$ cat config.mk
export PLATFORM = sky130hd
export DESIGN_NAME = mem_stage_lsu
export DESIGN_NICKNAME = d
export VERILOG_FILES = /design/src/rtl/mem_stage_lsu_pkg.sv /design/src/rtl/lsu_lane_align.sv /design/src/rtl/mem_stage_lsu.sv
export SDC_FILE = /design/constraint.sdc
export NUM_CORES = 1
export LEC_CHECK = 0
export CORE_ASPECT_RATIO = 0.5
export CORE_MARGIN = 4
export CORE_UTILIZATION = 49
export CTS_CLUSTER_DIAMETER = 30
export DETAILED_ROUTE_END_ITERATION = 8
export PLACE_DENSITY = 0.95
export SLEW_MARGIN = 20
export SYNTH_ARGS = -nofsm -noshare
export SYNTH_HDL_FRONTEND = slang
export SYNTH_HIERARCHICAL = 1
export SYNTH_SLANG_ARGS = --single-unit
$ cat constraint.sdc
create_clock -name clk -period 4.06 [get_ports clk]
set_clock_uncertainty 0.1 [all_clocks]
set_input_delay 1.218 -clock clk [delete_from_list [all_inputs] [get_ports clk]]
set_output_delay 1.218 -clock clk [all_outputs]
set_load 0.01 [all_outputs]
$ cat src/rtl/mem_stage_lsu_pkg.sv
// Shared types and constants for the memory-stage load/store unit.
// The optional bus-wait timeout is enabled with the LSU_TIMEOUT_EN macro.
package mem_stage_lsu_pkg;

   typedef enum logic [2:0] {
      MEM_B  = 3'b000,
      MEM_H  = 3'b001,
      MEM_W  = 3'b010,
      MEM_BU = 3'b100,
      MEM_HU = 3'b101
   } mem_size_t;

   typedef enum logic [1:0] {
      LSU_IDLE,
      LSU_REQ,
      LSU_RESP,
      LSU_DONE
   } lsu_state_t;

   localparam int unsigned LSU_TIMEOUT_DEFAULT = 255;

   // Unknown size encodings are handled as word accesses everywhere.
   function automatic logic is_misaligned(input logic [2:0] size, input logic [1:0] offset);
      mem_size_t sz;
      sz = mem_size_t'(size);
      case (sz)
         MEM_B, MEM_BU: return 1'b0;
         MEM_H, MEM_HU: return offset[0];
         default:       return |offset;
      endcase
   endfunction

endpackage

$ cat src/rtl/lsu_lane_align.sv
// Combinational lane steering: store strobe/data replication and load
// byte/halfword extraction with sign or zero extension.
module lsu_lane_align
   import mem_stage_lsu_pkg::*;
(
   input  logic [2:0]  size,
   input  logic [1:0]  offset,
   input  logic [31:0] store_data,
   input  logic [31:0] rdata,
   output logic [3:0]  wstrb,
   output logic [31:0] wdata,
   output logic [31:0] load_data
);

   mem_size_t   sz;
   logic [31:0] shifted;

   assign sz      = mem_size_t'(size);
   assign shifted = rdata >> {offset, 3'b000};

   always_comb begin
      wstrb     = 4'b1111;
      wdata     = store_data;
      load_data = shifted;
      case (sz)
         MEM_B: begin
            wstrb     = 4'b0001 << offset;
            wdata     = {4{store_data[7:0]}};
            load_data = {{24{shifted[7]}}, shifted[7:0]};
         end
         MEM_BU: begin
            wstrb     = 4'b0001 << offset;
            wdata     = {4{store_data[7:0]}};
            load_data = {24'd0, shifted[7:0]};
         end
         MEM_H: begin
            wstrb     = 4'b0011 << offset;
            wdata     = {2{store_data[15:0]}};
            load_data = {{16{shifted[15]}}, shifted[15:0]};
         end
         MEM_HU: begin
            wstrb     = 4'b0011 << offset;
            wdata     = {2{store_data[15:0]}};
            load_data = {16'd0, shifted[15:0]};
         end
         default: ;
      endcase
   end

endmodule

$ cat src/rtl/mem_stage_lsu.sv
// Memory-stage LSU: single-outstanding valid/ready bus access with pipeline stall.
// Define LSU_TIMEOUT_EN to abort accesses that wait TIMEOUT_CYCLES on the bus.
module mem_stage_lsu
   import mem_stage_lsu_pkg::*;
#(
   parameter int unsigned TIMEOUT_CYCLES = LSU_TIMEOUT_DEFAULT
)
(
   input  logic        clk,
   input  logic        reset,
   input  logic        mem_read_i,
   input  logic        mem_write_i,
   input  logic [31:0] addr_i,
   input  logic [31:0] store_data_i,
   input  logic [2:0]  mem_size_i,
   output logic        bus_req_valid,
   input  logic        bus_req_ready,
   output logic [31:0] bus_req_addr,
   output logic        bus_req_we,
   output logic [3:0]  bus_req_wstrb,
   output logic [31:0] bus_req_wdata,
   input  logic        bus_rsp_valid,
   input  logic [31:0] bus_rsp_rdata,
   input  logic        bus_rsp_err,
   output logic        stall_o,
   output logic [31:0] load_data_o,
   output logic        done_o,
   output logic        misaligned_o,
   output logic        bus_err_o
);

   lsu_state_t  state_q, state_d;
   logic [31:0] addr_q;
   logic [2:0]  size_q;
   logic        we_q;
   logic [3:0]  wstrb_q;
   logic [31:0] wdata_q;
   logic [31:0] load_q;
   logic        err_q;

   logic        access;
   logic        in_idle;
   logic        capture;
   logic        rsp_take;
   logic        to_hit;
   logic        to_abort;
   logic [2:0]  al_size;
   logic [1:0]  al_offset;
   logic [3:0]  al_wstrb;
   logic [31:0] al_wdata;
   logic [31:0] al_load;

   // Holding reset low masks the inputs so every output reads 0 at once.
   assign access  = reset & (mem_read_i | mem_write_i);
   assign in_idle = (state_q == LSU_IDLE);

   // One aligner serves both directions: live inputs while idle, captured fields afterwards.
   assign al_size   = in_idle ? mem_size_i  : size_q;
   assign al_offset = in_idle ? addr_i[1:0] : addr_q[1:0];

   lsu_lane_align u_align (
      .size       (al_size),
      .offset     (al_offset),
      .store_data (store_data_i),
      .rdata      (bus_rsp_rdata),
      .wstrb      (al_wstrb),
      .wdata      (al_wdata),
      .load_data  (al_load)
   );

`ifdef LSU_TIMEOUT_EN
   localparam int CNT_W = $clog2(TIMEOUT_CYCLES + 1);
   logic [CNT_W-1:0] to_cnt_q;

   // Fires on the cycle the wait count reaches TIMEOUT_CYCLES.
   assign to_hit = ((32'(to_cnt_q) + 32'd1) == 32'(TIMEOUT_CYCLES));

   always_ff @(posedge clk or negedge reset) begin
      if (!reset) begin
         to_cnt_q <= '0;
      end else if (capture) begin
         to_cnt_q <= '0;
      end else if ((state_q == LSU_REQ) || (state_q == LSU_RESP)) begin
         to_cnt_q <= to_cnt_q + CNT_W'(1);
      end
   end
`else
   assign to_hit = 1'b0;
`endif

   always_comb begin
      state_d      = state_q;
      stall_o      = 1'b0;
      misaligned_o = 1'b0;
      capture      = 1'b0;
      rsp_take     = 1'b0;
      to_abort     = 1'b0;
      case (state_q)
         LSU_IDLE: begin
            if (access) begin
               if (is_misaligned(mem_size_i, addr_i[1:0])) begin
                  misaligned_o = 1'b1;
               end else begin
                  stall_o = 1'b1;
                  capture = 1'b1;
                  state_d = LSU_REQ;
               end
            end
         end
         LSU_REQ: begin
            stall_o = 1'b1;
            if (bus_req_ready) begin
               state_d = LSU_RESP;
            end else if (to_hit) begin
               to_abort = 1'b1;
               state_d  = LSU_DONE;
            end
         end
         LSU_RESP: begin
            stall_o = 1'b1;
            if (bus_rsp_valid) begin
               rsp_take = 1'b1;
               state_d  = LSU_DONE;
            end else if (to_hit) begin
               to_abort = 1'b1;
               state_d  = LSU_DONE;
            end
         end
         LSU_DONE: begin
            state_d = LSU_IDLE;
         end
         default: begin
            state_d = LSU_IDLE;
         end
      endcase
   end

   always_ff @(posedge clk or negedge reset) begin
      if (!reset) begin
         state_q <= LSU_IDLE;
         addr_q  <= '0;
         size_q  <= '0;
         we_q    <= 1'b0;
         wstrb_q <= '0;
         wdata_q <= '0;
         load_q  <= '0;
         err_q   <= 1'b0;
      end else begin
         state_q <= state_d;
         if (capture) begin
            addr_q  <= addr_i;
            size_q  <= mem_size_i;
            we_q    <= mem_write_i;
            wstrb_q <= al_wstrb;
            wdata_q <= al_wdata;
            load_q  <= '0;
            err_q   <= 1'b0;
         end
         if (rsp_take) begin
            load_q <= we_q ? 32'd0 : al_load;
            err_q  <= bus_rsp_err;
         end
         if (to_abort) begin
            load_q <= '0;
            err_q  <= 1'b1;
         end
      end
   end

   assign bus_req_valid = (state_q == LSU_REQ);
   assign bus_req_addr  = {addr_q[31:2], 2'b00};
   assign bus_req_we    = we_q;
   assign bus_req_wstrb = wstrb_q;
   assign bus_req_wdata = wdata_q;
   assign done_o        = (state_q == LSU_DONE);
   assign load_data_o   = load_q;
   assign bus_err_o     = err_q;

endmodule

======== After elaboration in Yosys (flattened, before gate mapping) ========
Cells that the tools add are included.
storage, ports and cells
  register bits after elaboration ......... 107
  output and inout bits ................... 106
cells by class
  equal/unequal tests ..................... 13
  shift-type cells ........................ 3
  mux-type cells .......................... 27
  bitwise operators ....................... 2
  reductions and logical operators ........ 11
operators by type and width
  cell                   count
  $pmux W32 S4           1
  $mux W32               3
  $pmux W32 S2           1
  $shr A32 B5 Y32        1
  $eq A3 B3 Y1 const B   4
  $mux W1                12
  $reduce_or A2 Y1       6
  $mux W2                5
  $pmux W2 S4            1
  $pmux W4 S2            1
  $eq A3 B1 Y1 const B   2
  $logic_not A3 Y1       2
  $ne A2 B2 Y1 const B   3
  $eq A2 B2 Y1 const B   2
  $pmux W1 S2            2
  $reduce_and A4 Y1      1
  $shl A1 B2 Y4 const A  1
  $shl A2 B2 Y4 const A  1
  $mux W3                1
  $eq A2 B1 Y1 const B   1
  $logic_not A2 Y1       1
  $ne A2 B1 Y1 const B   1
  $reduce_bool A2 Y1     1
  $and A1 B1 Y1          1
  $or A1 B1 Y1           1

======== Longest topological paths before layout ========
  word-level depth ........................ 10
  depth in mapped cells ................... 11
  depth with buffers taken out ............ 7

======== Hierarchy ========
The synthesis kept the hierarchy.
by module, submodules not included
  module          times used  cells an instance  area an instance (um2)  seq. area each (um2)
  mem_stage_lsu   1           292                4672.0                  2677.6
  lsu_lane_align  1           184                1315.0                  0.0

======== Worst setup path after synthesis ========
No wires, ideal clock.
  kind .................................... input to output
  start point ............................. input port mem_size_i[1]
  end point ............................... output port stall_o
  arrival time ............................ 2.047 ns
  path slack .............................. 0.695 ns
  cell stages on the path ................. 5
  buffers on the path ..................... 2
  cell sequence ........................... o21ai_1 > nand3_1 > buf_6 > buf_6 > a21oi_1
between the ends
  cells in the longest elaborated chain, start to end .. 8
  elaborated cells between the ends (all ways) .. 12
  those cells by class .................... eq/ne: 3; mux: 6; reduce/logical: 3
ends and longest elaborated chain
  element                                     RTL line                 text
  start: declaration                          mem_stage_lsu.sv:15      input logic [2:0] mem_size_i,
  $eq A3 B1 Y1, or another cell as far along  mem_stage_lsu_pkg.sv:26  case (sz)
  $reduce_or A2 Y1                            mem_stage_lsu_pkg.sv:26
  $pmux W1 S2 (*)                             mem_stage_lsu_pkg.sv:26
  $mux W1 (*)                                 mem_stage_lsu.sv:100     if (access) begin
  $mux W1 (*)                                 mem_stage_lsu.sv:98      case (state_q)
  $mux W1 (*)                                 mem_stage_lsu.sv:101     if (is_misaligned(mem_size_i, addr_i[1:0])) begin
  $mux W1 (*)                                 mem_stage_lsu.sv:100
  $pmux W1 S2 (*)                             mem_stage_lsu.sv:98
  end: declaration                            mem_stage_lsu.sv:25      output logic stall_o,
Every way passes the cells marked *; elsewhere a longest branch is shown, timed or not. The select of a mux whose other input is x is not followed.

======== Worst setup path in the final report ========
  start point ............................. input port mem_read_i
  end point ............................... output port stall_o
between the ends
  cells in the longest elaborated chain, start to end .. 4
ends and longest elaborated chain
  element             RTL line              text
  start: declaration  mem_stage_lsu.sv:11   input logic mem_read_i,
  $or A1 B1 Y1        mem_stage_lsu.sv:54   assign access = reset & (mem_read_i | mem_write_i);
  $and A1 B1 Y1       mem_stage_lsu.sv:54
  $mux W1             mem_stage_lsu.sv:100
  $pmux W1 S2         mem_stage_lsu.sv:98
Every way passes these cells.

==> reports/qor.txt <==
number of I/O port buffers -> 209
total number of yosys warnings -> 6
most frequent standard cell in the layout excluding fill and tap cells -> sky130_fd_sc_hd__clkdlybuf4s50_1
time the worst path needs with I/O delays and setup -> 3710 ps
number of violations of the max-capacitance limit -> 0
Clk pin slew, worst setup/hold paths -> 70 ps
type of the worst setup path -> in -> out
TritonCTS clock tree -> built
DRC violations left -> 0
slowest CP cell -> sky130_fd_sc_hd__clkdlybuf4s50_1
hold-critical path depth -> 1
routed via count -> 4438
chip height -> 86.2 microns
IR Drop Worst-Case VDD -> 0.000367 V
netlist area before placement -> 5990 sq um
Worst Setup SP -> mem_read_i
slew at the pin with the worst max-slew slack -> 827 ps
Core Region -> 11900 sq um
maximum fanout encountered on the critical timing path -> 2
share of the cycle needed by the critical path after routing -> 91.4%
Critical Path Start Type -> input port
flip-flop and latch count after synthesis -> 107
filler cell count -> 792
wire length of the first global-routing pass -> 24.7 mm
number of setup violations in the final report -> 0
slowest stage delay, CP -> 520 ps
HP Class -> reg -> reg
Critical R2R Launch -> state_q[1]
cell row count -> 28
pin count of the biggest net entering global routing -> 59
number of clock buffers inserted by TritonCTS -> 9
Max Root-Sink Buffers -> 2
HP Start -> load_data_o[2]
Root Buffer Master -> sky130_fd_sc_hd__clkbuf_16
Power Density -> 784 nW/um^2
Yosys cell types -> 43
CTS H-tree depth -> 3
Post-Syn Instances -> 476
DP Worst Slack -> -25.2 ps
Routed wire per std cell -> 19.6 microns
Chip Width -> 164 microns
highest-count cells in the layout ignoring fill and taps -> 206 x sky130_fd_sc_hd__clkdlybuf4s50_1, 107 x sky130_fd_sc_hd__dfrtp_1, 69 x sky130_fd_sc_hd__mux2_4
post-detailed-route count of antenna-violating nets -> 0
worst setup slack after layout -> 347 ps
number of non-filler instances in the completed layout -> 806
share of final-layout standard cells stronger than drive strength 1 -> 24.3%
data arrival at the endpoint of the critical path -> 2390 ps
CP Data Required Time -> 2740 ps
worst reg-to-reg path cell count -> 7
unrepaired setup endpoints after global routing -> no
clock latency at the later pin of the worst-skew pair -> 340 ps
total iterations of the first detailed-routing run -> 5
nature of the critical path endpoint -> output port
outcome -> finished, final reports clean
final core utilization -> 68.8%
die outline area -> 14200 sq um
crit path cell chain -> clkdlybuf4s50_1, o211a_1, nand3_4, a21oi_1, dlymetal6s2s_1
drt first-iter violations -> 294
area after detailed placement -> 7880 sq um
Leak Pwr -> 3.75 nW
GRT Overall Usage -> 22.2%
count of antenna diodes in the layout -> 0
# IOs -> 212
post-layout instance area -> 8180 sq um
number of buffers inserted to repair setup after CTS -> 0
Post-Route WL -> 15.8 mm
Placed Cells -> 790
max frequency -> 269 MHz
HPWL after detailed placement -> 11.4 mm
aggregate global routing overflow -> 0
via density per instance -> 5.51
max-slew violation count -> 0
via count of the first global-routing pass -> 4575
RePlAce Congestion -> 0.881
clock sinks -> 107
final hold vios -> 0
post-synthesis sequential area ratio -> 44.7%
minimum hold slack -> 400 ps
synthesized area divided by synthesized cell count -> 12.6 sq um
area grow syn2layout -> 36.6%
effective utilization at floorplan -> 50.4%
Final #Nets -> 747
relative max-transition margin -> 44.7%
number of buffers inserted by hold repair at cts -> 0
number of antenna violations at the first check in global routing -> 0
==> flip-flops by register name (all words and copies together) (netlist names) <==
| name | count |
|---|---|
| bus_req_wstrb | 4 |
| size_q | 3 |
| load_data_o | 32 |
| bus_req_we | 1 |
| state_q | 2 |
| addr_q | 32 |
| bus_req_wdata | 32 |
| bus_err_o | 1 |
==> cell usage after synthesis <==
library cell	instances	area (sq um)
sky130_fd_sc_hd__a21oi_1	20	100
sky130_fd_sc_hd__o21ai_0	10	50.1
sky130_fd_sc_hd__buf_6	12	135
sky130_fd_sc_hd__nor2b_1	9	56.3
sky130_fd_sc_hd__a221oi_2	1	15.0
sky130_fd_sc_hd__or2_0	1	6.26
sky130_fd_sc_hd__buf_2	8	40.0
sky130_fd_sc_hd__buf_1	2	7.51
sky130_fd_sc_hd__o21a_1	2	15.0
sky130_fd_sc_hd__nand4_2	10	125
sky130_fd_sc_hd__xnor2_1	1	8.76
sky130_fd_sc_hd__o21ai_1	1	5.00
sky130_fd_sc_hd__and2_1	1	6.26
sky130_fd_sc_hd__a211o_1	1	8.76
sky130_fd_sc_hd__nor3b_1	2	15.0
sky130_fd_sc_hd__inv_1	7	26.3
sky130_fd_sc_hd__o21bai_1	2	15.0
sky130_fd_sc_hd__nand2b_1	1	6.26
sky130_fd_sc_hd__a2111o_1	1	11.3
sky130_fd_sc_hd__nand4_1	6	37.5
sky130_fd_sc_hd__o211a_1	1	10.0
sky130_fd_sc_hd__conb_1	1	3.75
sky130_fd_sc_hd__nand3_1	3	15.0
sky130_fd_sc_hd__mux2i_1	18	180
sky130_fd_sc_hd__a221oi_1	2	17.5
sky130_fd_sc_hd__a211oi_1	6	45.0
sky130_fd_sc_hd__ha_1	5	62.6
sky130_fd_sc_hd__nor2_2	1	6.26
sky130_fd_sc_hd__a22o_1	32	280
sky130_fd_sc_hd__nand2_1	28	105
sky130_fd_sc_hd__mux2_2	35	394
sky130_fd_sc_hd__clkbuf_1	11	41.3
sky130_fd_sc_hd__a21boi_0	1	7.51
sky130_fd_sc_hd__o221ai_1	1	8.76
sky130_fd_sc_hd__nor2_1	5	18.8
sky130_fd_sc_hd__or4_1	1	7.51
sky130_fd_sc_hd__or2_2	6	37.5
sky130_fd_sc_hd__dfrtp_1	107	2680
sky130_fd_sc_hd__a31oi_1	1	6.26
sky130_fd_sc_hd__a32o_1	1	10.0
sky130_fd_sc_hd__buf_4	42	315
sky130_fd_sc_hd__mux2_4	69	1040
sky130_fd_sc_hd__nor4bb_1	1	10.0
==> metrics by stage <==
stage               power (W)  setup TNS (ps)
finish                0.00641               0
global route          0.00677               0
CTS                   0.00643               0
detailed placement    0.00554           -45.9
global placement      0.00542               0
floorplan             0.00424               0
==> routing by layer <==
layer	GRT usage, %	part of all wire (%)
met1	27.0	41
met2	38.5	51
met3	5.09	5.7
met4	9.06	2.8
met5	0	0
==> logic make-up (layout without fill, tap and decap cells) <==
| family | Yosys count | count (layout) | share of synthesized area, % |
|---|---|---|---|
| DFF | 107 | 107 | 44.7 |
| xor gates and xnor gates | 1 | 1 | 0.146 |
| muxes | 122 | 122 | 26.9 |
| buffers and inverters | 82 | 246 | 9.45 |
| and+or+nand+nor | 75 | 75 | 7.57 |
| AOI/OAI and AO/OA | 83 | 83 | 10.1 |
| other | 1 | 2 | 0.0626 |
| adders and majority gates | 5 | 5 | 1.04 |
==> worst max-delay path: cells and delay by family <==
| family | cells | cell delay [ps] |
|---|---|---|
| buffers and inverters | 2 | 720 |
| AND/OR/NAND/NOR | 1 | 80 |
| AO/OA/AOI/OAI | 2 | 370 |
==> repair_timing <==
| item | CTS | global route |
|---|---|---|
| hold endpoints to repair | 0 | 0 |
| resized for setup | 1 | 2 |
| endpoints found under the setup margin | 2 | 2 |
| gates cloned | 0 | 0 |
==> final cells by class <==
| type | instances | area, sq um | area share [%] |
|---|---|---|---|
| multi-input cells | 288 | 2770 | 33.8 |
| flip-flops and latches | 107 | 2680 | 32.7 |
| repair buffers | 223 | 2210 | 27.1 |
| clock buffers | 10 | 239 | 2.92 |
| well taps | 165 | 206 | 2.52 |
| clock inverters | 6 | 48.8 | 0.597 |
| inverters | 7 | 26.3 | 0.321 |
==> power breakdown <==
part | total [W] | leakage, nW | switching [W] | internal, W
clock network | 0.000844 | 0.137 | 0.000405 | 0.000440
logic | 0.00369 | 2.28 | 0.00159 | 0.00210
registers | 0.00187 | 1.33 | 0.000311 | 0.00156
==> worst paths after layout <==
path	end	slack (ps)
max	stall_o	350
min	load_data_o[2]	400
max reg2reg	load_data_o[22]	1040
min reg2reg	load_data_o[2]	400
max in group asynchronous	addr_q[30]	1720
min in group asynchronous	bus_req_wdata[19]	920
No activity file was read; power rests on OpenSTA's default activity.
